`src/rtl/wb_stage_if.sv`:
```
// Handshake and register-file bundle between the MEM stage and the write-back stage.
// The MEM side uses the master modport and the write-back stage uses the slave modport.
interface wb_stage_if #(
    parameter int REG_ADDR_W = 5
);
    logic                  mem_valid_i;
    logic                  mem_ready_o;
    logic                  flush_i;
    logic [REG_ADDR_W-1:0] rd_i;
    logic                  wb_reg_wr_i;
    logic                  wb_mem_sel_i;
    logic [2:0]            ld_funct3_i;
    logic [1:0]            ld_off_i;
    logic [31:0]           alu_i;
    logic [31:0]           d_mem_i;
    logic                  d_mem_valid_i;
    logic                  rf_we_o;
    logic [REG_ADDR_W-1:0] rf_rd_o;
    logic [31:0]           rf_data_o;
    logic                  misalign_o;
    logic                  ld_timeout_o;
    logic                  retire_o;

    modport master (
        output mem_valid_i, flush_i, rd_i, wb_reg_wr_i, wb_mem_sel_i,
               ld_funct3_i, ld_off_i, alu_i, d_mem_i, d_mem_valid_i,
        input  mem_ready_o, rf_we_o, rf_rd_o, rf_data_o, misalign_o,
               ld_timeout_o, retire_o
    );

    modport slave (
        input  mem_valid_i, flush_i, rd_i, wb_reg_wr_i, wb_mem_sel_i,
               ld_funct3_i, ld_off_i, alu_i, d_mem_i, d_mem_valid_i,
        output mem_ready_o, rf_we_o, rf_rd_o, rf_data_o, misalign_o,
               ld_timeout_o, retire_o
    );
endinterface

```
`src/rtl/wb_stage_pipe.sv`:
```
// RV32I write-back stage: waits for load data, extracts/extends it, drives the RF write port.
// Optional retire counter (instret_o) is built when WB_RETIRE_CNT_EN is defined.
//
// state     | meaning
// S_IDLE    | ready for a new instruction; completes non-loads and same-cycle loads
// S_WAIT_LD | holding an accepted load until data arrives, a flush, or the timeout
module wb_stage_pipe #(
    parameter int REG_ADDR_W = 5,
    parameter int LD_TIMEOUT = 15,
    parameter int CNT_W      = 32
) (
    input  logic             clk,
    input  logic             rst,
    wb_stage_if.slave        wb
`ifdef WB_RETIRE_CNT_EN
    ,
    output logic [CNT_W-1:0] instret_o
`endif
);
    typedef enum logic [0:0] {S_IDLE, S_WAIT_LD} state_t;

    localparam logic [7:0] TO_LIM = 8'(LD_TIMEOUT);

    state_t                state_q;
    logic [7:0]            cnt_q;
    logic [REG_ADDR_W-1:0] ld_rd_q;
    logic                  ld_wr_q;
    logic [2:0]            ld_f3_q;
    logic [1:0]            ld_off_q;

    logic                  ready_q;
    logic                  rf_we_q;
    logic [REG_ADDR_W-1:0] rf_rd_q;
    logic [31:0]           rf_data_q;
    logic                  misalign_q;
    logic                  timeout_q;
    logic                  retire_q;

    logic                  in_wait;
    logic [REG_ADDR_W-1:0] sel_rd;
    logic                  sel_wr;
    logic                  sel_load;
    logic [2:0]            sel_f3;
    logic [1:0]            sel_off;
    logic [31:0]           res_data;
    logic                  res_mis;
    logic                  res_we;
    logic                  accept;
    logic                  done;

    function automatic logic [31:0] ld_extract(input logic [2:0]  f3,
                                               input logic [1:0]  off,
                                               input logic [31:0] w);
        logic [7:0]  b;
        logic [15:0] h;
        b = w[{off, 3'b000} +: 8];
        h = off[1] ? w[31:16] : w[15:0];
        case (f3)
            3'b000:  ld_extract = {{24{b[7]}}, b};
            3'b100:  ld_extract = {24'd0, b};
            3'b001:  ld_extract = {{16{h[15]}}, h};
            3'b101:  ld_extract = {16'd0, h};
            default: ld_extract = w;
        endcase
    endfunction

    // Completion source is the latched load while waiting, otherwise the live MEM inputs.
    always_comb begin
        in_wait  = (state_q == S_WAIT_LD);
        sel_rd   = in_wait ? ld_rd_q  : wb.rd_i;
        sel_wr   = in_wait ? ld_wr_q  : wb.wb_reg_wr_i;
        sel_f3   = in_wait ? ld_f3_q  : wb.ld_funct3_i;
        sel_off  = in_wait ? ld_off_q : wb.ld_off_i;
        sel_load = in_wait | wb.wb_mem_sel_i;
        res_mis  = sel_load & ((((sel_f3 == 3'b001) | (sel_f3 == 3'b101)) & sel_off[0]) |
                               ((sel_f3 == 3'b010) & (sel_off != 2'b00)));
        res_data = sel_load ? ld_extract(sel_f3, sel_off, wb.d_mem_i) : wb.alu_i;
        res_we   = sel_wr & (sel_rd != '0) & ~res_mis;
        accept   = ~in_wait & wb.mem_valid_i & ~wb.flush_i;
        done     = (accept & (~wb.wb_mem_sel_i | wb.d_mem_valid_i)) |
                   (in_wait & ~wb.flush_i & wb.d_mem_valid_i);
    end

    always_ff @(posedge clk or posedge rst) begin
        if (rst) begin
            state_q    <= S_IDLE;
            cnt_q      <= 8'd0;
            ld_rd_q    <= '0;
            ld_wr_q    <= 1'b0;
            ld_f3_q    <= 3'b000;
            ld_off_q   <= 2'b00;
            ready_q    <= 1'b1;
            rf_we_q    <= 1'b0;
            rf_rd_q    <= '0;
            rf_data_q  <= 32'd0;
            misalign_q <= 1'b0;
            timeout_q  <= 1'b0;
            retire_q   <= 1'b0;
        end else begin
            rf_we_q    <= 1'b0;
            misalign_q <= 1'b0;
            timeout_q  <= 1'b0;
            retire_q   <= 1'b0;
            if (done) begin
                rf_we_q    <= res_we;
                rf_rd_q    <= sel_rd;
                rf_data_q  <= res_data;
                misalign_q <= res_mis;
                retire_q   <= ~res_mis;
            end
            case (state_q)
                S_IDLE: begin
                    if (accept && wb.wb_mem_sel_i && !wb.d_mem_valid_i) begin
                        state_q  <= S_WAIT_LD;
                        ready_q  <= 1'b0;
                        cnt_q    <= 8'd0;
                        ld_rd_q  <= wb.rd_i;
                        ld_wr_q  <= wb.wb_reg_wr_i;
                        ld_f3_q  <= wb.ld_funct3_i;
                        ld_off_q <= wb.ld_off_i;
                    end
                end
                S_WAIT_LD: begin
                    if (wb.flush_i || wb.d_mem_valid_i) begin
                        state_q <= S_IDLE;
                        ready_q <= 1'b1;
                    end else if (cnt_q + 8'd1 == TO_LIM) begin
                        state_q   <= S_IDLE;
                        ready_q   <= 1'b1;
                        timeout_q <= 1'b1;
                    end else begin
                        cnt_q <= cnt_q + 8'd1;
                    end
                end
                default: begin
                    state_q <= S_IDLE;
                    ready_q <= 1'b1;
                end
            endcase
        end
    end

    assign wb.mem_ready_o  = ready_q;
    assign wb.rf_we_o      = rf_we_q;
    assign wb.rf_rd_o      = rf_rd_q;
    assign wb.rf_data_o    = rf_data_q;
    assign wb.misalign_o   = misalign_q;
    assign wb.ld_timeout_o = timeout_q;
    assign wb.retire_o     = retire_q;

`ifdef WB_RETIRE_CNT_EN
    logic [CNT_W-1:0] instret_q;

    always_ff @(posedge clk or posedge rst) begin
        if (rst) begin
            instret_q <= '0;
        end else if (done && !res_mis) begin
            instret_q <= instret_q + CNT_W'(1);
        end
    end

    assign instret_o = instret_q;
`endif
endmodule

```
`src/flat_wrapper.sv`:
```
// flat-port wrapper written by rule: the top's interface ports become plain ports
module wb_stage_pipe_flat 
#(
    parameter int REG_ADDR_W = 5,
    parameter int LD_TIMEOUT = 15,
    parameter int CNT_W      = 32
)
  (clk, rst, wb_mem_valid_i, wb_flush_i, wb_rd_i, wb_wb_reg_wr_i, wb_wb_mem_sel_i, wb_ld_funct3_i, wb_ld_off_i, wb_alu_i, wb_d_mem_i, wb_d_mem_valid_i, wb_mem_ready_o, wb_rf_we_o, wb_rf_rd_o, wb_rf_data_o, wb_misalign_o, wb_ld_timeout_o, wb_retire_o);
  wb_stage_if #(.REG_ADDR_W(REG_ADDR_W)) wb_i ();
  input  logic clk;
  input  logic rst;
  input wire logic [$bits(wb_i.mem_valid_i)-1:0] wb_mem_valid_i;
  input wire logic [$bits(wb_i.flush_i)-1:0] wb_flush_i;
  input wire logic [$bits(wb_i.rd_i)-1:0] wb_rd_i;
  input wire logic [$bits(wb_i.wb_reg_wr_i)-1:0] wb_wb_reg_wr_i;
  input wire logic [$bits(wb_i.wb_mem_sel_i)-1:0] wb_wb_mem_sel_i;
  input wire logic [$bits(wb_i.ld_funct3_i)-1:0] wb_ld_funct3_i;
  input wire logic [$bits(wb_i.ld_off_i)-1:0] wb_ld_off_i;
  input wire logic [$bits(wb_i.alu_i)-1:0] wb_alu_i;
  input wire logic [$bits(wb_i.d_mem_i)-1:0] wb_d_mem_i;
  input wire logic [$bits(wb_i.d_mem_valid_i)-1:0] wb_d_mem_valid_i;
  output wire logic [$bits(wb_i.mem_ready_o)-1:0] wb_mem_ready_o;
  output wire logic [$bits(wb_i.rf_we_o)-1:0] wb_rf_we_o;
  output wire logic [$bits(wb_i.rf_rd_o)-1:0] wb_rf_rd_o;
  output wire logic [$bits(wb_i.rf_data_o)-1:0] wb_rf_data_o;
  output wire logic [$bits(wb_i.misalign_o)-1:0] wb_misalign_o;
  output wire logic [$bits(wb_i.ld_timeout_o)-1:0] wb_ld_timeout_o;
  output wire logic [$bits(wb_i.retire_o)-1:0] wb_retire_o;
  assign wb_i.mem_valid_i = wb_mem_valid_i;
  assign wb_i.flush_i = wb_flush_i;
  assign wb_i.rd_i = wb_rd_i;
  assign wb_i.wb_reg_wr_i = wb_wb_reg_wr_i;
  assign wb_i.wb_mem_sel_i = wb_wb_mem_sel_i;
  assign wb_i.ld_funct3_i = wb_ld_funct3_i;
  assign wb_i.ld_off_i = wb_ld_off_i;
  assign wb_i.alu_i = wb_alu_i;
  assign wb_i.d_mem_i = wb_d_mem_i;
  assign wb_i.d_mem_valid_i = wb_d_mem_valid_i;
  assign wb_mem_ready_o = wb_i.mem_ready_o;
  assign wb_rf_we_o = wb_i.rf_we_o;
  assign wb_rf_rd_o = wb_i.rf_rd_o;
  assign wb_rf_data_o = wb_i.rf_data_o;
  assign wb_misalign_o = wb_i.misalign_o;
  assign wb_ld_timeout_o = wb_i.ld_timeout_o;
  assign wb_retire_o = wb_i.retire_o;
  wb_stage_pipe #(.REG_ADDR_W(REG_ADDR_W), .LD_TIMEOUT(LD_TIMEOUT), .CNT_W(CNT_W)) u_core (.clk(clk), .rst(rst), .wb(wb_i));
endmodule
```
`config.mk`:
```
export PLATFORM = sky130hd
export DESIGN_NAME = wb_stage_pipe_flat
export DESIGN_NICKNAME = d
export VERILOG_FILES = /design/src/rtl/wb_stage_if.sv /design/src/rtl/wb_stage_pipe.sv /design/src/flat_wrapper.sv
export SDC_FILE = /design/constraint.sdc
export NUM_CORES = 1
export LEC_CHECK = 0
export ABC_AREA = 1
export ABC_CLOCK_PERIOD_IN_PS = 3500
export BUFFER_PORTS_ARGS = -buffer_cell sky130_fd_sc_hd__buf_2
export CORE_MARGIN = 2
export CORE_UTILIZATION = 48
export CTS_BUF_LIST = sky130_fd_sc_hd__clkbuf_2
export DETAILED_ROUTE_END_ITERATION = 8
export PLACE_DENSITY = 0.8
export SLEW_MARGIN = 10
export SYNTH_ARGS = -nofsm -noshare
export SYNTH_HDL_FRONTEND = slang
export SYNTH_SLANG_ARGS = --single-unit
```
`constraint.sdc`:
```
create_clock -name clk -period 3.5 [get_ports clk]
set_input_delay 0.175 -clock clk [delete_from_list [all_inputs] [get_ports clk]]
set_output_delay 0.175 -clock clk [all_outputs]
set_load 0.05 [all_outputs]
```
==> qor.log, run 1 <==
INFO  final_layout   syn2layout_area_growth=33.91%
INFO  clock_network  cts_root_buffer=sky130_fd_sc_hd__clkbuf_2
INFO  clock_network  cts.repair_timing.setup_buffer_count=0
INFO  floorplanning  fp.dieArea=8685µm²
INFO  worst_setup_path endpoint_kind_of_the_worst_setup_timing_path=flop
INFO  placed_design  placement.io_buffers=122
INFO  yosys          post_synthesis_net_count=648
INFO  worst_setup_path worst-endpoint-arrival=3.55ns
INFO  clock_network  clock_tree.htree_level_count=3
INFO  route          drtPass1Iterations=6
INFO  placed_design  dpl.cell_count=766
INFO  final_layout   ratio_of_cells_with_drive_above_1_in_the_final_layout=0.2122
INFO  clock_network  cts_buffers=9
INFO  global_routing largest_net_degree_at_the_start_of_global_routing=50
INFO  worst_setup_path timing.critical_path.mode_cell=sky130_fd_sc_hd__nand2_1
INFO  yosys          synthesis.yosys.warnings=0
INFO  sta            max_freq=317.9MHz
INFO  clock_network  numClockSinks=62
INFO  global_routing first_pass_grt_wire_length=17930µm
INFO  floorplanning  ioPinCount=123
INFO  placed_design  place.detailed.hpwl=7657µm
INFO  worst_setup_path crit_path_max_fanout=25
INFO  global_routing number_of_global_route_vias_before_repair=3954
INFO  global_routing grt_remaining_overflow=0
INFO  floorplanning  placeable_core_region=7727µm²
INFO  power_and_ir_drop finalPower=2.199mW
INFO  clock_network  tritoncts_clock_tree=built
INFO  sta            slew_viol_final=0
INFO  yosys          syn_avg_cell_area=6.759µm²
INFO  route          antenna_violating_nets_post_route=0
INFO  yosys          post_synth_num_cell_types=34
INFO  flow_run       maxCapViolations=0
INFO  route          vias_per_cell=5.105
INFO  yosys          synth-edff-count=0
INFO  hold_path      hp-class=input pin to flop
INFO  global_routing grt_antenna_before_repair=0
INFO  global_routing gr-usage-all-layers=0.2613
INFO  final_layout   final_nets=814
INFO  clock_network  clkTransAtPathRegs=0.17ns
INFO  clock_network  cts_max_path_buffers=2
INFO  worst_setup_path timing.critical_path.from_type=flop
INFO  sta            tightest_slew=0.8283ns
INFO  final_layout   fill_cells=663
INFO  sta            worst_clock_skew=0.02428ns
INFO  worst_setup_path cell_breakdown_of_the_critical_path=nand2_1 -> o21ai_4 -> inv_1 -> nand2_4 -> nor2_4 -> nand3_4 -> nand3_1 -> nand2_1 -> dlygate4sd3_1 -> nand2_1
INFO  floorplanning  die_width=93.20µm
INFO  sta            setup-tns-final=0ns
INFO  route          wl=11140µm
INFO  placed_design  place.gp.congestion=0.8698
INFO  yosys          postSynth.topFlopCell=sky130_fd_sc_hd__dfrtp_1
INFO  sta            finalHoldWorstSlack=0.05254ns
INFO  final_layout   fin_cells=837
INFO  yosys          ys_async_sr_fraction=1.000
INFO  yosys          ys_seq_elements=62
INFO  sta            fraction_of_the_cycle_the_final_worst_path_needs=0.8986
INFO  route          drt_iter0_drc=218
INFO  route          routed_wire_length_per_instance=13.31µm
INFO  power_and_ir_drop power_density=430.1nW/µm²
INFO  final_layout   layout.cell_area.non_filler=5114µm²
INFO  yosys          synth.yosys.seq_area_share=0.4066
INFO  sta            slew-limit-headroom=0.4478
INFO  sta            final_period_minus_worst_setup_slack=3.145ns
INFO  placed_design  post_dp_cell_area=4442µm²
INFO  sta            hold_viol=0
INFO  run_status     status=complete, no violations
INFO  floorplanning  initial_utilization=0.4942
INFO  yosys          synthesis.area=3819µm²
INFO  yosys          postSynthCellCount=565
INFO  sta            setup_violations=0
INFO  worst_setup_path critPathSlowestCell=sky130_fd_sc_hd__dfrtp_1
INFO  route          route.vias.total=4273
INFO  final_layout   diodes=0
INFO  power_and_ir_drop vdd_drop_max=0.0002972V
INFO  floorplanning  rows=32
INFO  worst_setup_path worst-endpoint-required=3.91ns
INFO  route          detail_route.drc_violations=0
INFO  floorplanning  chipHeight=93.20µm
INFO  worst_setup_path path_class=flop to flop
INFO  clock_network  worstSkewPairLatency=0.50ns
INFO  power_and_ir_drop p_leak=2.760nW
INFO  sta            rsz0062_at_grt=false
INFO  worst_setup_path worst_path_largest_cell_delay=0.91ns
-- report_power, final --
group	total, mW	internal (mW)	leakage [nW]	switching (mW)
sequential	0.907	0.837	0.783	0.0706
clock	0.417	0.153	0.0603	0.264
combinational	0.875	0.255	1.92	0.620
-- metal layers --
layer / vias to the layer above / wire (µm) / GRT usage / share of wire
met5: - / 0 / 0 / 0
met1: 1904 / 4633 / 0.3364 / 0.42
met2: 218 / 5306 / 0.4378 / 0.48
met3: 28 / 925 / 0.04271 / 0.083
li1: 2123 / - / - / -
met4: 0 / 276 / 0.1078 / 0.025
-- layout make-up --
class | count | area [µm²] | share of cell area
multi-input cells | 420 | 1923 | 0.3761
inverters | 56 | 210.2 | 0.04111
clock buffers | 9 | 45.04 | 0.008808
well taps | 102 | 127.6 | 0.02496
clock inverters | 6 | 53.80 | 0.01052
repair buffers | 182 | 1201 | 0.2349
flip-flops and latches | 62 | 1553 | 0.3036
-- registers in the layout (all words and copies together) (netlist names) --
| signal | count |
|---|---|
| u_core.cnt_q | 8 |
| u_core.wb.rf_we_o | 1 |
| u_core.wb.mem_ready_o | 1 |
| u_core.wb.ld_timeout_o | 1 |
| u_core.ld_rd_q | 5 |
| u_core.wb.rf_rd_o | 5 |
| u_core.wb.rf_data_o | 32 |
| u_core.ld_off_q | 2 |
| u_core.wb.misalign_o | 1 |
| u_core.in_wait | 1 |
| u_core.wb.retire_o | 1 |
| u_core.ld_f3_q | 3 |
| u_core.ld_wr_q | 1 |
-- cells by family after synthesis --
kind of cell             count (synthesis)  share of synthesized area
AO/OA/AOI/OAI                          107                     0.1553
flip-flops                              62                     0.4066
multiplexers                             2                   0.005570
buffers and inverters                   83                    0.09305
adder cells (fa/ha/maj)                  2                   0.006552
XOR/XNOR                                 1                   0.002294
AND/OR/NAND/NOR                        308                     0.3306
-- synthesized netlist by cell type, types with 2 or more instances --
cell type | n | area, µm²
sky130_fd_sc_hd__a21o_1 | 7 | 52.55
sky130_fd_sc_hd__a21oi_1 | 28 | 140.1
sky130_fd_sc_hd__buf_2 | 8 | 40.04
sky130_fd_sc_hd__buf_6 | 4 | 45.04
sky130_fd_sc_hd__clkbuf_1 | 13 | 48.80
sky130_fd_sc_hd__dfrtp_1 | 61 | 1526
sky130_fd_sc_hd__ha_1 | 2 | 25.02
sky130_fd_sc_hd__inv_1 | 54 | 202.7
sky130_fd_sc_hd__inv_2 | 2 | 7.510
sky130_fd_sc_hd__nand2_1 | 182 | 683.2
sky130_fd_sc_hd__nand2_2 | 3 | 18.77
sky130_fd_sc_hd__nand3_1 | 36 | 180.2
sky130_fd_sc_hd__nor2_1 | 77 | 289.0
sky130_fd_sc_hd__nor2_2 | 2 | 12.51
sky130_fd_sc_hd__nor2_4 | 2 | 22.52
sky130_fd_sc_hd__o21ai_0 | 50 | 250.2
sky130_fd_sc_hd__o21ai_1 | 8 | 40.04
sky130_fd_sc_hd__o21ai_2 | 3 | 26.28
sky130_fd_sc_hd__o21bai_1 | 8 | 60.06
-- layout by cell type (no fill, tap or decap), types with 4 or more instances in the layout --
| master | count |
|---|---|
| sky130_fd_sc_hd__dfrtp_1 | 61 |
| sky130_fd_sc_hd__o21ai_1 | 8 |
| sky130_fd_sc_hd__buf_2 | 122 |
| sky130_fd_sc_hd__nor2_1 | 77 |
| sky130_fd_sc_hd__nand3_1 | 36 |
| sky130_fd_sc_hd__o21bai_1 | 8 |
| sky130_fd_sc_hd__inv_1 | 53 |
| sky130_fd_sc_hd__clkbuf_2 | 9 |
| sky130_fd_sc_hd__a21o_1 | 7 |
| sky130_fd_sc_hd__o21ai_0 | 50 |
| sky130_fd_sc_hd__a21oi_1 | 28 |
| sky130_fd_sc_hd__dlygate4sd3_1 | 56 |
| sky130_fd_sc_hd__nand2_1 | 182 |
| sky130_fd_sc_hd__buf_4 | 4 |
-- through the flow --
stage | utilization | setup slack (ns)
floorplan | - | 1.785
global placement | 0.5748 | 0.7673
detailed placement | 0.5748 | 0.5915
CTS | 0.6601 | 0.07716
global route | 0.6618 | 0.07142
finish | 0.6618 | 0.3548
-- worst paths after layout --
path                                               from                 endpoint  slack [ns]  depth (start not counted)
worst min register to register  u_core.wb.rf_data_o[26]  u_core.wb.rf_data_o[26]        0.49                          2
worst min-delay path                       wb_alu_i[14]  u_core.wb.rf_data_o[14]        0.05                          4
min in group asynchronous                           rst        u_core.ld_f3_q[0]        0.34                          3
worst max-delay path                     u_core.in_wait  u_core.wb.rf_data_o[27]        0.35                         10
max in group asynchronous                           rst       u_core.wb.retire_o        2.30                          4
worst max register to register           u_core.in_wait  u_core.wb.rf_data_o[27]        0.35                         10
-- what timing repair did --
item / in CTS / in global routing
hold buffers: 56 / 0
endpoints found under the setup margin: 0 / 11
hold endpoints to repair: 78 / 0
resized for setup: 0 / 2
-- critical path: cells and delay by family, from the launching register on --
family,cells,cell delay [ns]
flip-flops,1,0.91
AND/OR/NAND/NOR,7,0.95
AO/OA/AOI/OAI,1,0.27
buffers and inverters,2,0.94
No activity file was read; power rests on OpenSTA's default activity.
==> run 2, diff against run 1 <==
Settings changed: ABC_AREA 1 to not set.
==> run 2 against run 1 <==
Compared with the run above: synthesized area shrank 0.79%; sequential power rose by 1%; synthesized cell count decreased by 24%; non-clock buffer count fell by 11; first-iteration DRC count up 67%; via count shrank 5.4%; final area decreased by 2.4%.
==> qor.log, run 2 <==
INFO  run_status     status=complete, no violations
INFO  sta            finalHoldWorstSlack=0.05884ns
INFO  worst_setup_path path_delay_family=compound AO/OA/AOI/OAI gates
INFO  sta            rsz0062_at_grt=false
INFO  yosys          synth.yosys.seq_area_share=0.4098
INFO  yosys          ys_seq_elements=62
INFO  global_routing met3_usage=0.04557
INFO  final_layout   layout_commonest_cell=sky130_fd_sc_hd__buf_2
INFO  route          drtPass1Iterations=5
INFO  hold_path      timing.hold.worst_path_depth=3
INFO  route          route.vias.total=4041
INFO  power_and_ir_drop vdd_drop_max=0.0002665V
INFO  yosys          syn_avg_cell_area=8.873µm²
INFO  yosys          postSynthCellCount=427
INFO  final_layout   fin_cells=688
INFO  final_layout   syn2layout_area_growth=31.77%
INFO  global_routing gr-usage-all-layers=0.2649
INFO  route          routed_wire_length_per_instance=16.63µm
INFO  sta            final_period_minus_worst_setup_slack=2.698ns
INFO  yosys          synthesis.yosys.warnings=0
INFO  worst_setup_path worst-endpoint-arrival=3.08ns
INFO  floorplanning  placeable_core_region=7687µm²
INFO  floorplanning  fp.dieArea=8619µm²
INFO  sta            slew_viol_final=0
INFO  route          wl=11440µm
INFO  final_layout   largest_reg_flops=32
INFO  sta            slew-limit-headroom=0.3271
INFO  final_layout   final_util=0.6494
INFO  floorplanning  chipHeight=92.84µm
INFO  worst_setup_path worst_path_largest_cell_delay=0.78ns
INFO  yosys          post_synthesis_net_count=510
INFO  sta            tightest_slew=1.009ns
INFO  worst_setup_path cell_breakdown_of_the_critical_path=nor2_4 -> o221a_2 -> o211ai_1 -> a21oi_4 -> a21oi_1
INFO  sta            setup_violations=0
INFO  clock_network  cts_max_path_buffers=2
INFO  global_routing gr_busiest_metal=met2
INFO  route          drt_iter0_drc=365
INFO  clock_network  tritoncts_clock_tree=built
INFO  clock_network  cts.repair_timing.setup_buffer_count=0
INFO  global_routing grt_antenna_before_repair=0
INFO  worst_setup_path critPathSlowestCell=sky130_fd_sc_hd__dfrtp_1
INFO  worst_setup_path r2r.worst_path.cells=5
INFO  power_and_ir_drop p_switching=970.5µW
INFO  power_and_ir_drop power.switching_fraction=0.4220
INFO  yosys          postSynth.topFlopCell=sky130_fd_sc_hd__dfrtp_1
INFO  yosys          top_area_cell_type_share_of_the_netlist_area=0.4029
INFO  global_routing gr-usage-met2=0.4149
INFO  worst_setup_path crit_path_max_fanout=21
INFO  power_and_ir_drop p_leak=2.325nW
INFO  yosys          yosys.cell_count.top_type=sky130_fd_sc_hd__nand2_1
INFO  sta            worst_clock_skew=0.02157ns
INFO  clock_network  cts_root_buffer=sky130_fd_sc_hd__clkbuf_2
INFO  clock_network  clkTransAtPathRegs=0.17ns
INFO  final_layout   ratio_of_cells_with_drive_above_1_in_the_final_layout=0.2850
INFO  worst_setup_path cp.buffers_inverters=0
INFO  route          vias_per_cell=5.874
INFO  global_routing first_pass_grt_wire_length=17980µm
INFO  global_routing largest_net_degree_at_the_start_of_global_routing=42
INFO  route          detail_route.drc_violations=0
INFO  final_layout   diodes=0
INFO  route          antenna_violating_nets_post_route=0
INFO  power_and_ir_drop p_clk_frac=0.222
INFO  power_and_ir_drop share_comb_of_total_power=0.379
INFO  yosys          synth-edff-count=0
INFO  worst_setup_path timing.critical_path.from_type=flop
INFO  floorplanning  ioPinCount=123
INFO  global_routing grt_use_met1=0.3466
INFO  clock_network  clock_tree.htree_level_count=3
INFO  sta            fraction_of_the_cycle_the_final_worst_path_needs=0.7708
INFO  flow_run       maxCapViolations=0
INFO  power_and_ir_drop p_int=1.329mW
INFO  worst_setup_path reg2reg_slack=0.80ns
INFO  final_layout   final_nets=664
INFO  placed_design  place.detailed.hpwl=7860µm
INFO  final_layout   layout.cells.most_common_list=sky130_fd_sc_hd__buf_2 (122), sky130_fd_sc_hd__nand2_1 (72), sky130_fd_sc_hd__dfrtp_1 (61), sky130_fd_sc_hd__a21oi_1 (57), sky130_fd_sc_hd__dlygate4sd3_1 (41)
INFO  yosys          synth_area_leader_cell=sky130_fd_sc_hd__dfrtp_1
INFO  yosys          post_synth_num_cell_types=53
INFO  worst_setup_path path_class=flop to flop
INFO  placed_design  dpl.cell_count=631
INFO  power_and_ir_drop sequential_cell_fraction_of_total_power=0.399
INFO  sta            setup-tns-final=0ns
INFO  clock_network  worstSkewPairLatency=0.51ns
INFO  yosys          synth.top_cells.by_count=sky130_fd_sc_hd__nand2_1 (72), sky130_fd_sc_hd__dfrtp_1 (61), sky130_fd_sc_hd__a21oi_1 (57)
INFO  clock_network  cts_buffers=9
INFO  clock_network  numClockSinks=62
INFO  yosys          ys_top_cells_by_area=sky130_fd_sc_hd__dfrtp_1 (40%), sky130_fd_sc_hd__a21oi_1 (7.5%), sky130_fd_sc_hd__nand2_1 (7.1%)
INFO  worst_setup_path endpoint_kind_of_the_worst_setup_timing_path=flop
INFO  power_and_ir_drop power_density=460.7nW/µm²
INFO  floorplanning  rows=32
INFO  floorplanning  die_width=92.84µm
INFO  global_routing number_of_global_route_vias_before_repair=3728
INFO  yosys          synthesis.area=3789µm²
INFO  hold_path      hp-class=input pin to flop
INFO  yosys          ys_async_sr_fraction=1.000
INFO  placed_design  place.gp.congestion=0.9461
INFO  sta            max_freq=370.7MHz
INFO  floorplanning  initial_utilization=0.4928
INFO  placed_design  placement.io_buffers=122
INFO  worst_setup_path worst-endpoint-required=3.88ns
INFO  global_routing grt_remaining_overflow=0
INFO  sta            hold_viol=0
INFO  worst_setup_path critical_path_depth=5
==> run 2: cell count changes after synthesis, sizes merged, moves of 22 or more <==
cell,change
nand2,-113
nand3,-33
nor2,-46
mux2i,+22
inv,-50
a21oi,+30
==> run 2: power groups by stage <==
| stage | combinational [mW] | sequential, mW | clock [mW] |
|---|---|---|---|
| after floorplan | 0.291 | 1.24 | 0 |
| after global placement | 0.816 | 0.926 | 0 |
| after detailed placement | 0.831 | 0.928 | 0 |
| after CTS | 0.866 | 0.916 | 0.516 |
| after global routing | 0.927 | 0.935 | 0.544 |
| final | 0.872 | 0.918 | 0.510 |
==> run 2: cell families after synthesis <==
logic type      share of synthesized area
fa+ha+maj                        0.006604
buf+inv                           0.04557
xor+xnor                         0.006937
compound gates                     0.2804
flops                              0.4098
simple gates                       0.1668
mux                               0.08389
==> run 2: metal layers <==
metal  up-vias  routed length [µm]
met1      1865                4721
met5         -                   0
met4         0                 539
li1       1890                   -
met2       230                5257
met3        56                 924
==> run 2: timing repair <==
action | in CTS | in global routing
setup endpoints to repair | 0 | 0
endpoints found under the hold margin | 84 | 0
hold buffers | 41 | 0
resized for setup | 0 | 0
==> run 2: final cells by class <==
type / count / area (µm²)
fillers: 636 / 2695
well taps: 102 / 127.6
clock buffers: 9 / 45.04
clock inverters: 7 / 88.84
flip-flops and latches: 62 / 1553
multi-input cells: 331 / 2074
repair buffers: 171 / 1081
inverters: 6 / 22.52
==> run 2: final timing paths <==
path | from | endpoint
worst max-delay path | u_core.in_wait | u_core.wb.rf_data_o[19]
worst min register to register | u_core.wb.rf_rd_o[0] | u_core.wb.rf_rd_o[0]
worst max register to register | u_core.in_wait | u_core.wb.rf_data_o[19]
worst min-delay path | wb_d_mem_i[7] | u_core.wb.rf_data_o[7]
min in group asynchronous | rst | u_core.wb.rf_rd_o[1]
max in group asynchronous | rst | u_core.wb.rf_data_o[10]
==> run 2: worst register-to-register path, stage by stage (launching register included) <==
cell and delay, ns:
sky130_fd_sc_hd__dfrtp_1 0.78, sky130_fd_sc_hd__nor2_4 0.57, sky130_fd_sc_hd__o221a_2 0.50, sky130_fd_sc_hd__o211ai_1 0.20, sky130_fd_sc_hd__a21oi_4 0.41, sky130_fd_sc_hd__a21oi_1 0.13
==> run 2: per-stage QoR <==
stage          setup WS (ns)  cell area, µm²  total power, mW
2_1_floorplan          1.730            3789            1.528
3_3_place_gp          0.9519            4448            1.742
3_5_place_dp          0.8166            4448            1.759
4_1_cts               0.7949            4992            2.298
5_1_grt               0.5551            4992            2.407
6_report              0.8023            4992            2.300
